==> src/rtl/cordic_seq_ctrl.sv <==
// Control sequencer for the CORDIC datapath core: accepts one packed {x, y, angle}
// request, steps the core through load, N-1 micro-rotations and two result captures.
module cordic_seq_ctrl #(
   parameter int B = 14,
   parameter int N = 7
) (
   input  logic                   clk,
   input  logic                   rst,
   input  logic                   in_valid,
   output logic                   in_ready,
   input  logic [2*B-1:0]         in_data,
   output logic                   out_valid,
   input  logic                   out_ready,
   output logic [2*B-1:0]         out_data,
   output logic                   busy,
   output logic [2*B-1:0]         core_data_w,
   output logic [8:1]             core_c,
   output logic [$clog2(N)-1:0]   core_cnt,
   input  logic [2*B-1:0]         core_data_r
);

   localparam int CW = $clog2(N);
   localparam logic [CW-1:0] LAST_ITER = CW'(N - 2);
   localparam logic [CW-1:0] CAP_CNT   = CW'(N - 1);

   typedef enum logic [2:0] {
      IDLE  = 3'd0,
      LOAD  = 3'd1,
      ITER  = 3'd2,
      CAP_X = 3'd3,
      CAP_Y = 3'd4,
      DONE  = 3'd5
   } state_t;

   state_t            state_reg, state_next;
   logic [CW-1:0]     count_reg, count_next;
   logic [2*B-1:0]    data_w_reg;
   logic              load_en;

   assign core_data_w = data_w_reg;

   always_ff @(posedge clk or negedge rst) begin
      if (!rst) begin
         state_reg  <= IDLE;
         count_reg  <= '0;
         data_w_reg <= '0;
      end else begin
         state_reg <= state_next;
         count_reg <= count_next;
         if (load_en) begin
            data_w_reg <= in_data;
         end
      end
   end

   always_comb begin
      state_next = state_reg;
      count_next = count_reg;
      load_en    = 1'b0;
      in_ready   = 1'b0;
      out_valid  = 1'b0;
      out_data   = '0;
      busy       = 1'b1;
      core_c     = '0;
      core_cnt   = '0;
      case (state_reg)
         IDLE: begin
            busy     = 1'b0;
            in_ready = 1'b1;
            if (in_valid) begin
               load_en    = 1'b1;
               state_next = LOAD;
            end
         end
         LOAD: begin
            core_c[1]  = 1'b1;
            core_c[2]  = 1'b1;
            core_c[8]  = 1'b1;
            count_next = '0;
            state_next = ITER;
         end
         ITER: begin
            core_c[2]  = 1'b1;
            core_cnt   = count_reg;
            count_next = count_reg + 1'b1;
            if (count_reg == LAST_ITER) begin
               state_next = CAP_X;
            end
         end
         CAP_X: begin
            core_c[6]  = 1'b1;
            core_cnt   = CAP_CNT;
            state_next = CAP_Y;
         end
         CAP_Y: begin
            core_c[5]  = 1'b1;
            core_c[7]  = 1'b1;
            core_cnt   = CAP_CNT;
            state_next = DONE;
         end
         DONE: begin
            // Capture enables are low here, so the core result is stable to pass through.
            out_valid = 1'b1;
            out_data  = core_data_r;
            in_ready  = out_ready;
            if (out_ready) begin
               if (in_valid) begin
                  load_en    = 1'b1;
                  state_next = LOAD;
               end else begin
                  state_next = IDLE;
               end
            end
         end
         default: state_next = IDLE;
      endcase
   end

endmodule
==> config.mk <==
export PLATFORM = sky130hd
export DESIGN_NAME = cordic_seq_ctrl
export DESIGN_NICKNAME = d
export VERILOG_FILES = /design/src/rtl/cordic_seq_ctrl.sv
export SDC_FILE = /design/constraint.sdc
export NUM_CORES = 1
export LEC_CHECK = 0
export CAP_MARGIN = 10
export CORE_UTILIZATION = 43
export DETAILED_ROUTE_END_ITERATION = 10
export GPL_ROUTABILITY_DRIVEN = 0
export PLACE_DENSITY = 0.87
export SLEW_MARGIN = 20
export SYNTH_ARGS = -nofsm -noshare
export SYNTH_HDL_FRONTEND = slang
export SYNTH_SLANG_ARGS = --single-unit
==> constraint.sdc <==
create_clock -name clk -period 3.9 [get_ports clk]
set_clock_uncertainty 0.15 [all_clocks]
set_input_delay 0.585 -clock clk [delete_from_list [all_inputs] [get_ports clk]]
set_output_delay 0.585 -clock clk [all_outputs]
set_load 0.03 [all_outputs]
==> results of run 1 <==
path summary, 6_finish.rpt:
check                               start         endpoint  slack [ns]  cells past startpoint
max in group asynchronous             rst     state_reg[0]        2.83                      1
setup / recovery             state_reg[0]     out_data[14]        0.75                      3
setup reg to reg             state_reg[0]   core_data_w[8]        1.45                      4
hold / removal                        rst  core_data_w[14]        0.23                      1
min in group clk           core_data_w[9]   core_data_w[9]        0.44                      1
hold reg to reg            core_data_w[9]   core_data_w[9]        0.44                      1
layout by cell type (no fill, tap or decap), types with 2 or more instances in the layout:
master | Yosys | routed
dfrtp_1 | 34 | 33
nor3_1 | 3 | 3
o221a_1 | 20 | 20
clkdlybuf4s50_1 | 0 | 126
o21bai_1 | 29 | 29
nor2_1 | 8 | 8
nand2b_1 | 3 | 3
nor4b_1 | 28 | 28
nand2_1 | 4 | 4
clkbuf_8 | 0 | 6
and2_1 | 28 | 28
ha_1 | 2 | 2
conb_1 | 1 | 2
inv_1 | 4 | 4
a21oi_1 | 4 | 4
o221a_2 | 8 | 8
o21ai_0 | 5 | 5
o22ai_1 | 3 | 3
nor2b_1 | 28 | 28
buf_4 | 8 | 4
synthesized netlist by cell type (5+ instances only):
cell type	number
o221a_2	8
buf_4	8
nor2_1	8
nor4b_1	28
clkbuf_1	12
nor2b_1	28
o21bai_1	29
buf_6	6
o221a_1	20
o21ai_0	5
and2_1	28
dfrtp_1	34
report_power, final:
group          internal [mW]  switching [mW]  leakage (nW)
logic                  0.947            1.09         0.952
registers              0.540           0.176         0.402
clock network          0.140           0.125        0.0443
total                   1.63            1.39          1.40
layer usage:
metal	global-route usage (%)	wire [um]	vias up	part of all wire (%)
met5	0	0	-	0
met1	33.92	3307	1193	45
met2	39.29	3671	66	50
met3	4.706	319	4	4.3
met4	5.283	39	0	0.53
li1	-	-	1145	-
logic make-up after synthesis:
family / Yosys count
xor gates and xnor gates: 1
adders and majority gates: 2
and+or+nand+nor: 109
AOI/OAI and AO/OA: 72
DFF: 34
buffers and inverters: 35
other: 1
cell type report:
class	instances	area share, %
Clock buffer	7	2.298
Inverter	4	0.3997
Multi-Input combinational cell	186	37.71
Sequential cell	34	22.68
Tap cell	72	2.398
Timing Repair Buffer	131	34.51
==> results.md, run 1 <==
- Status: finished, final reports clean
- Final worst slack: 0.7466 ns
- Largest net degree at the start of global routing: 61
- Final Non-Filler Cells: 434
- Vias per std cell: 5.548
- Largest family of logic cells by synthesized area: simple AND/OR/NAND/NOR gates
- Global-route wire length before repair: 11,830 um
- Initial antenna violation count: 0
- GRT Residual Overflow: 0
- Clk slew on worst S/H paths: 0.07 ns
- Slowest cell on the critical path: and3b_1
- Post-synthesis mux area share: 0%
- Initial Util: 44.67%
- Final cycle utilization of the critical path: 80.86%
- Antenna diodes: 0
- Top Ports: 130
- Max Cap Violations: 0
- # nets final: between 400 and 500
- Critical path peak fanout: 30
- Worst Path Required: 3.16 ns
- Core footprint: between 5000 and 6000 um2
- Post-DP HPWL: 4925 um
- Die width: 77.87 um
- Finished Core Util: 67.80%
- Register area share after synthesis: 34.38%
- Final Critical Period: 3.153 ns
- Post-synth ARST share: 100.0%
- Max transition margin: 44.86%
- Number of setup buffers added after CTS: 0
- TritonCTS clock tree: done
- Final antenna-violating net count: 0
- Post-Synth XOR/XNOR Area: less than 1%
- DR iter-0 viols: 193
- Crit path arrival time: 2.42 ns
- Synthesized cell area: 2475 um2
- Dpl cell area: 3670 um2
- Max Fclk: 317.1 MHz
- Peak VDD IR: 0.4898 mV
- Layout cell share with drive strength beyond 1: under 10%
- WP buf/inv: 1
- Placed Instances: 427
- Max H-tree Level: 2
- Final setup vio count: 0
- Vias: 2,408
- Overall Power: 3.020 mW
- Crit path capture type: primary output
- Std cell rows: 27
- Pre-CTS WS: between 1 and 1.5 ns
- Slowest stage delay, CP: between 0.6 and 0.7 ns
- Routed Wire Length: about 7300 um
- Hold slack: 0.2291 ns
- Footprint of the multi-input gates: ~1400 um2
- Mapped Cells: 254
- Avg Cell Area, Syn: around 9.7 um2
- Slew Viols, Final: 0
- Port bufs: 127
- Area leader, netlist: dfrtp_1
- Yosys warns: 0
- TritonRoute pass-1 iters: 4
- Largest register FFs: 28
- GR Util All Layers: roughly a quarter
- Worst-skew pair later-pin latency: 0.28 ns
- PD cells: between 800 and 900 nW/um2
- RSZ-0062 raised after global routing: no
- Avg WL per Cell: 16.91 um
- Num CTS Buffers: 5
- Hold-fix buffers, CTS: 0
- Simple-gate share of the synthesized area: 30.08%
- FF+latch count, synth: 34
- Clock Path Buffers: 2
- Clock sink total: 34
- Syn-to-layout area delta: 51.77%
- Adder-cell share of the synthesized area: 1.011%
- CP cell instances: and3b_1, and2_1, clkdlybuf4s50_1
- Root Buffer: clkbuf_8
- Die ar.: between 6000 and 7000 um2
- LEAKAGE: 1.399 nW
- Vias in the first global route: 2,285
- Top FF cell, synth: dfrtp_1
- DRC violations left: 0
- Synth Area in Compound Gates: about 25%
- CTS resizes: 0
- Register area: ~850 um2
- Worst Tran Pin Value: 0.8253 ns
- Startpoint Class: flip-flop
- EDFF count, synth: 0
- Final Hold Viols: 0
- Synth top area share: about a third
- Yosys cell types: 33
- Top delay family on crit path: simple AND/OR/NAND/NOR gates
- Hold crit path type: input pin to async pin
- Post-route cell area: 3756 um2
- Area contributors post-synth: dfrtp_1, nor4b_1, o221a_1, o21bai_1, and2_1
- Die span in y: around 78 um
- Fillers: 478
- Setup tns final: 0 ns
- Critical path class: flip-flop to primary output
Power figures use the tool's default switching activity.
==> run 2, diff against run 1 <==
--- a/config.mk
+++ b/config.mk
@@ -6,10 +6,10 @@
 export NUM_CORES = 1
 export LEC_CHECK = 0
 export CAP_MARGIN = 10
-export CORE_UTILIZATION = 43
+export CORE_UTILIZATION = 36
 export DETAILED_ROUTE_END_ITERATION = 10
 export GPL_ROUTABILITY_DRIVEN = 0
-export PLACE_DENSITY = 0.87
+export PLACE_DENSITY = 0.77
 export SLEW_MARGIN = 20
 export SYNTH_ARGS = -nofsm -noshare
 export SYNTH_HDL_FRONTEND = slang
==> constraint.sdc (replaced) <==
create_clock -name clk -period 2.65 [get_ports clk]
set_clock_uncertainty 0.15 [all_clocks]
set_input_delay 0.3975 -clock clk [delete_from_list [all_inputs] [get_ports clk]]
set_output_delay 0.3975 -clock clk [all_outputs]
set_load 0.03 [all_outputs]
==> run 2 against run 1 <==
Net effect: the run now ends with DRC left; sequential share of layout area increased by 0.36 points; utilization is 11 points lower; critical path depth is 2 higher; via count down 0.96%; final cell count rose by 2.1%; largest power group unchanged; worst setup slack worse by 0.49 ns.
==> results.md, run 2 (same netlist as run 1, synthesis figures left out) <==
- Antenna diodes: 0 (unchanged)
- DR iter-0 viols: 132 (was 193)
- Clock power share: 8.8% (about the same)
- Hold crit path type: input pin to async pin (unchanged)
- Max transition margin: 48.81% (was 44.86%)
- Placed Instances: 436 (was 427)
- Setup tns final: 0 ns (unchanged)
- Num CTS Buffers: 5 (unchanged)
- Number of setup buffers added after CTS: 0 (unchanged)
- Largest net degree at the start of global routing: 48 (was 61)
- Hold-fix buffers, CTS: 0 (unchanged)
- Clock sink total: 34 (unchanged)
- Post-route cell area: 3697 um2 (was 3756 um2)
- Reg2Reg Capture Point: core_data_w[22] (was core_data_w[8])
- Avg WL per Cell: 15.90 um (was 16.91 um)
- Routed Wire Length: 7043 um (was 7338 um)
- Final Non-Filler Cells: 443 (was 434)
- Die ar.: 7211 um2 (was 6063 um2)
- TritonCTS clock tree: done (unchanged)
- RSZ-0062 raised after global routing: no (unchanged)
- GRT Residual Overflow: 0 (unchanged)
- GR Util All Layers: 19.59% (was 24.49%)
- Finished Core Util: 56.93% (was 67.80%)
- Max Fclk: 417.5 MHz
- Dpl cell area: 3611 um2 (was 3670 um2)
- Clock Path Buffers: 2 (unchanged)
- Port bufs: 127 (unchanged)
- Final Critical Period: ~2.4 ns
- Sequential share of power: 23.4% (was 23.7%)
- PD cells: 1193 nW/um2 (was 804.1 nW/um2)
- Die width: 84.92 um (was 77.87 um)
- Die span in y: 84.92 um (was 77.87 um)
- Worst-skew pair later-pin latency: 0.28 ns (about the same)
- Final cycle utilization of the critical path: 90.38%
- Critical path class: flip-flop to primary output (unchanged)
- Final setup vio count: 0 (unchanged)
- DRC violations left: 5 (was 0)
- Int Power: 2.365 mW (was 1.627 mW)
- Met2 GRT Util: 32.00% (was 39.29%)
- # nets final: 428 (was 424)
- Sw Pwr: 2.047 mW (was 1.393 mW)
- LEAKAGE: 1.491 nW (was 1.399 nW)
- Most frequent cells in the layout: clkdlybuf4s50_1, buf_4, dfrtp_1, o21bai_1 (was clkdlybuf4s50_1, dfrtp_1, o21bai_1)
- Initial antenna violation count: 0 (unchanged)
- Clk slew on worst S/H paths: 0.07 ns (about the same)
- Most Crowded Layer GR: met2 (unchanged)
- Global-route wire length before repair: 11,260 um (was 11,830 um)
- Std cell rows: 29 (was 27)
- Final antenna-violating net count: 0 (unchanged)
- Vias: 2,385 (was 2,408)
- Crit path capture type: primary output (unchanged)
- Crit path arrival time: 1.85 ns (was 2.42 ns)
- TritonRoute pass-1 iters: 8 (was 4)
- Largest register FFs: 28 (unchanged)
- Peak VDD IR: 0.8320 mV (was 0.4898 mV)
- Fraction of power consumed by combinational cells: 67.8% (was 67.5%)
- Startpoint Class: flip-flop (unchanged)
- RR Startpoint: state_reg[2] (was state_reg[0])
- CTS resizes: 0 (unchanged)
- Vias per std cell: 5.384 (was 5.548)
- Critical path peak fanout: 47 (was 30)
- Commonest non-fill, non-tap cell in the layout: clkdlybuf4s50_1 (unchanged)
- Footprint of the multi-input gates: 1416 um2 (unchanged)
- Fillers: 576 (was 478)
- GR Util met3: 3.696% (was 4.706%)
- Post-DP HPWL: 4814 um (was 4925 um)
- Failing checks: DRC
- Syn-to-layout area delta: 49.39% (was 51.77%)
- Max Cap Violations: 0 (unchanged)
- Root Buffer: clkbuf_8 (unchanged)
- Vias in the first global route: 2,242 (was 2,285)
- Final Hold Viols: 0 (unchanged)
- Met1 usage: 26.53% (was 33.92%)
- Hold slack: 0.03215 ns (was 0.2291 ns)
- Worst Path Required: 2.10 ns (was 3.16 ns)
- Register-to-register setup slack: 0.62 ns (was 1.45 ns)
- Reg2Reg Depth: 4 (unchanged)
- Layout cell share with drive strength beyond 1: 18.03% (was 6.630%)
- Status: complete, but fails checks (was finished, final reports clean)
- Sw frac: 46.39% (was 46.13%)
- Max H-tree Level: 2 (unchanged)
- Register area: 852.1 um2 (unchanged)
- Slew Viols, Final: 0 (unchanged)
- Worst Tran Pin Value: 0.7678 ns (was 0.8253 ns)
- Top Ports: 130 (unchanged)
- Core footprint: 6495 um2 (was 5540 um2)
- Initial Util: 38.10% (was 44.67%)
==> run 2: cell types whose count changed in the layout (fill, tap and decap cells not counted) <==
cell | before | now
clkdlybuf4s50_1 | 126 | 88
buf_4 | 4 | 46
==> run 2: critical path: stages, from the launching register on <==
cell and delay, ns:
dfrtp_2 0.37, buf_4 0.38, and3b_1 0.22, buf_4 0.24, and2_1 0.18, buf_4 0.16
==> run 2: stage by stage <==
| step | power [mW] | worst slack (ns) |
|---|---|---|
| finish | 4.412 | 0.2548 |
| global route | 4.691 | 0.1144 |
| CTS | 4.439 | 0.2438 |
| detailed placement | 4.039 | 0.5500 |
| global placement | 3.971 | 0.5565 |
| floorplan | 3.094 | 0.3613 |
==> run 2: how the worst max path moves through the flow <==
| stage | start | endpoint | slack [ns] |
|---|---|---|---|
| 3_5_place_dp | out_ready | core_data_w[22] | 0.55 |
| 2_1_floorplan | state_reg[0] | core_c[8] | 0.36 |
| 4_1_cts | state_reg[0] | out_data[24] | 0.24 |
| 5_1_grt | state_reg[0] | out_data[15] | 0.11 |
| 6_report | state_reg[0] | out_data[24] | 0.25 |
| 3_3_place_gp | in_valid | core_data_w[2] | 0.56 |
==> run 2: cell type report <==
class | count | area share (%)
clock buffers | 7 | 2.335
inverters | 4 | 0.4061
multi-input cells | 186 | 38.31
flip-flops and latches | 34 | 23.05
well taps | 77 | 2.606
repair buffers | 135 | 33.30
==> run 2: power groups by stage <==
stage	Sequential, mW	Clock, mW	Combinational (mW)
after CTS	1.03	0.396	3.01
final	1.03	0.389	2.99
after global routing	1.07	0.420	3.20
after global placement	1.02	0	2.95
after floorplan	1.43	0	1.67
after detailed placement	1.03	0	3.01
==> run 2: routing by layer <==
layer | vias to the layer above | share of wire (%)
met3 | 10 | 5.3
li1 | 1154 | -
met4 | 0 | 1.3
met1 | 1143 | 45
met5 | - | 0
met2 | 78 | 49
==> run 3, diff against run 2 <==
--- a/config.mk
+++ b/config.mk
@@ -5,7 +5,6 @@
 export SDC_FILE = /design/constraint.sdc
 export NUM_CORES = 1
 export LEC_CHECK = 0
-export CAP_MARGIN = 10
 export CORE_UTILIZATION = 36
 export DETAILED_ROUTE_END_ITERATION = 10
 export GPL_ROUTABILITY_DRIVEN = 0
==> results of run 3 <==
Same layout as run 2: the final DEF is identical, and so are final timing and power.
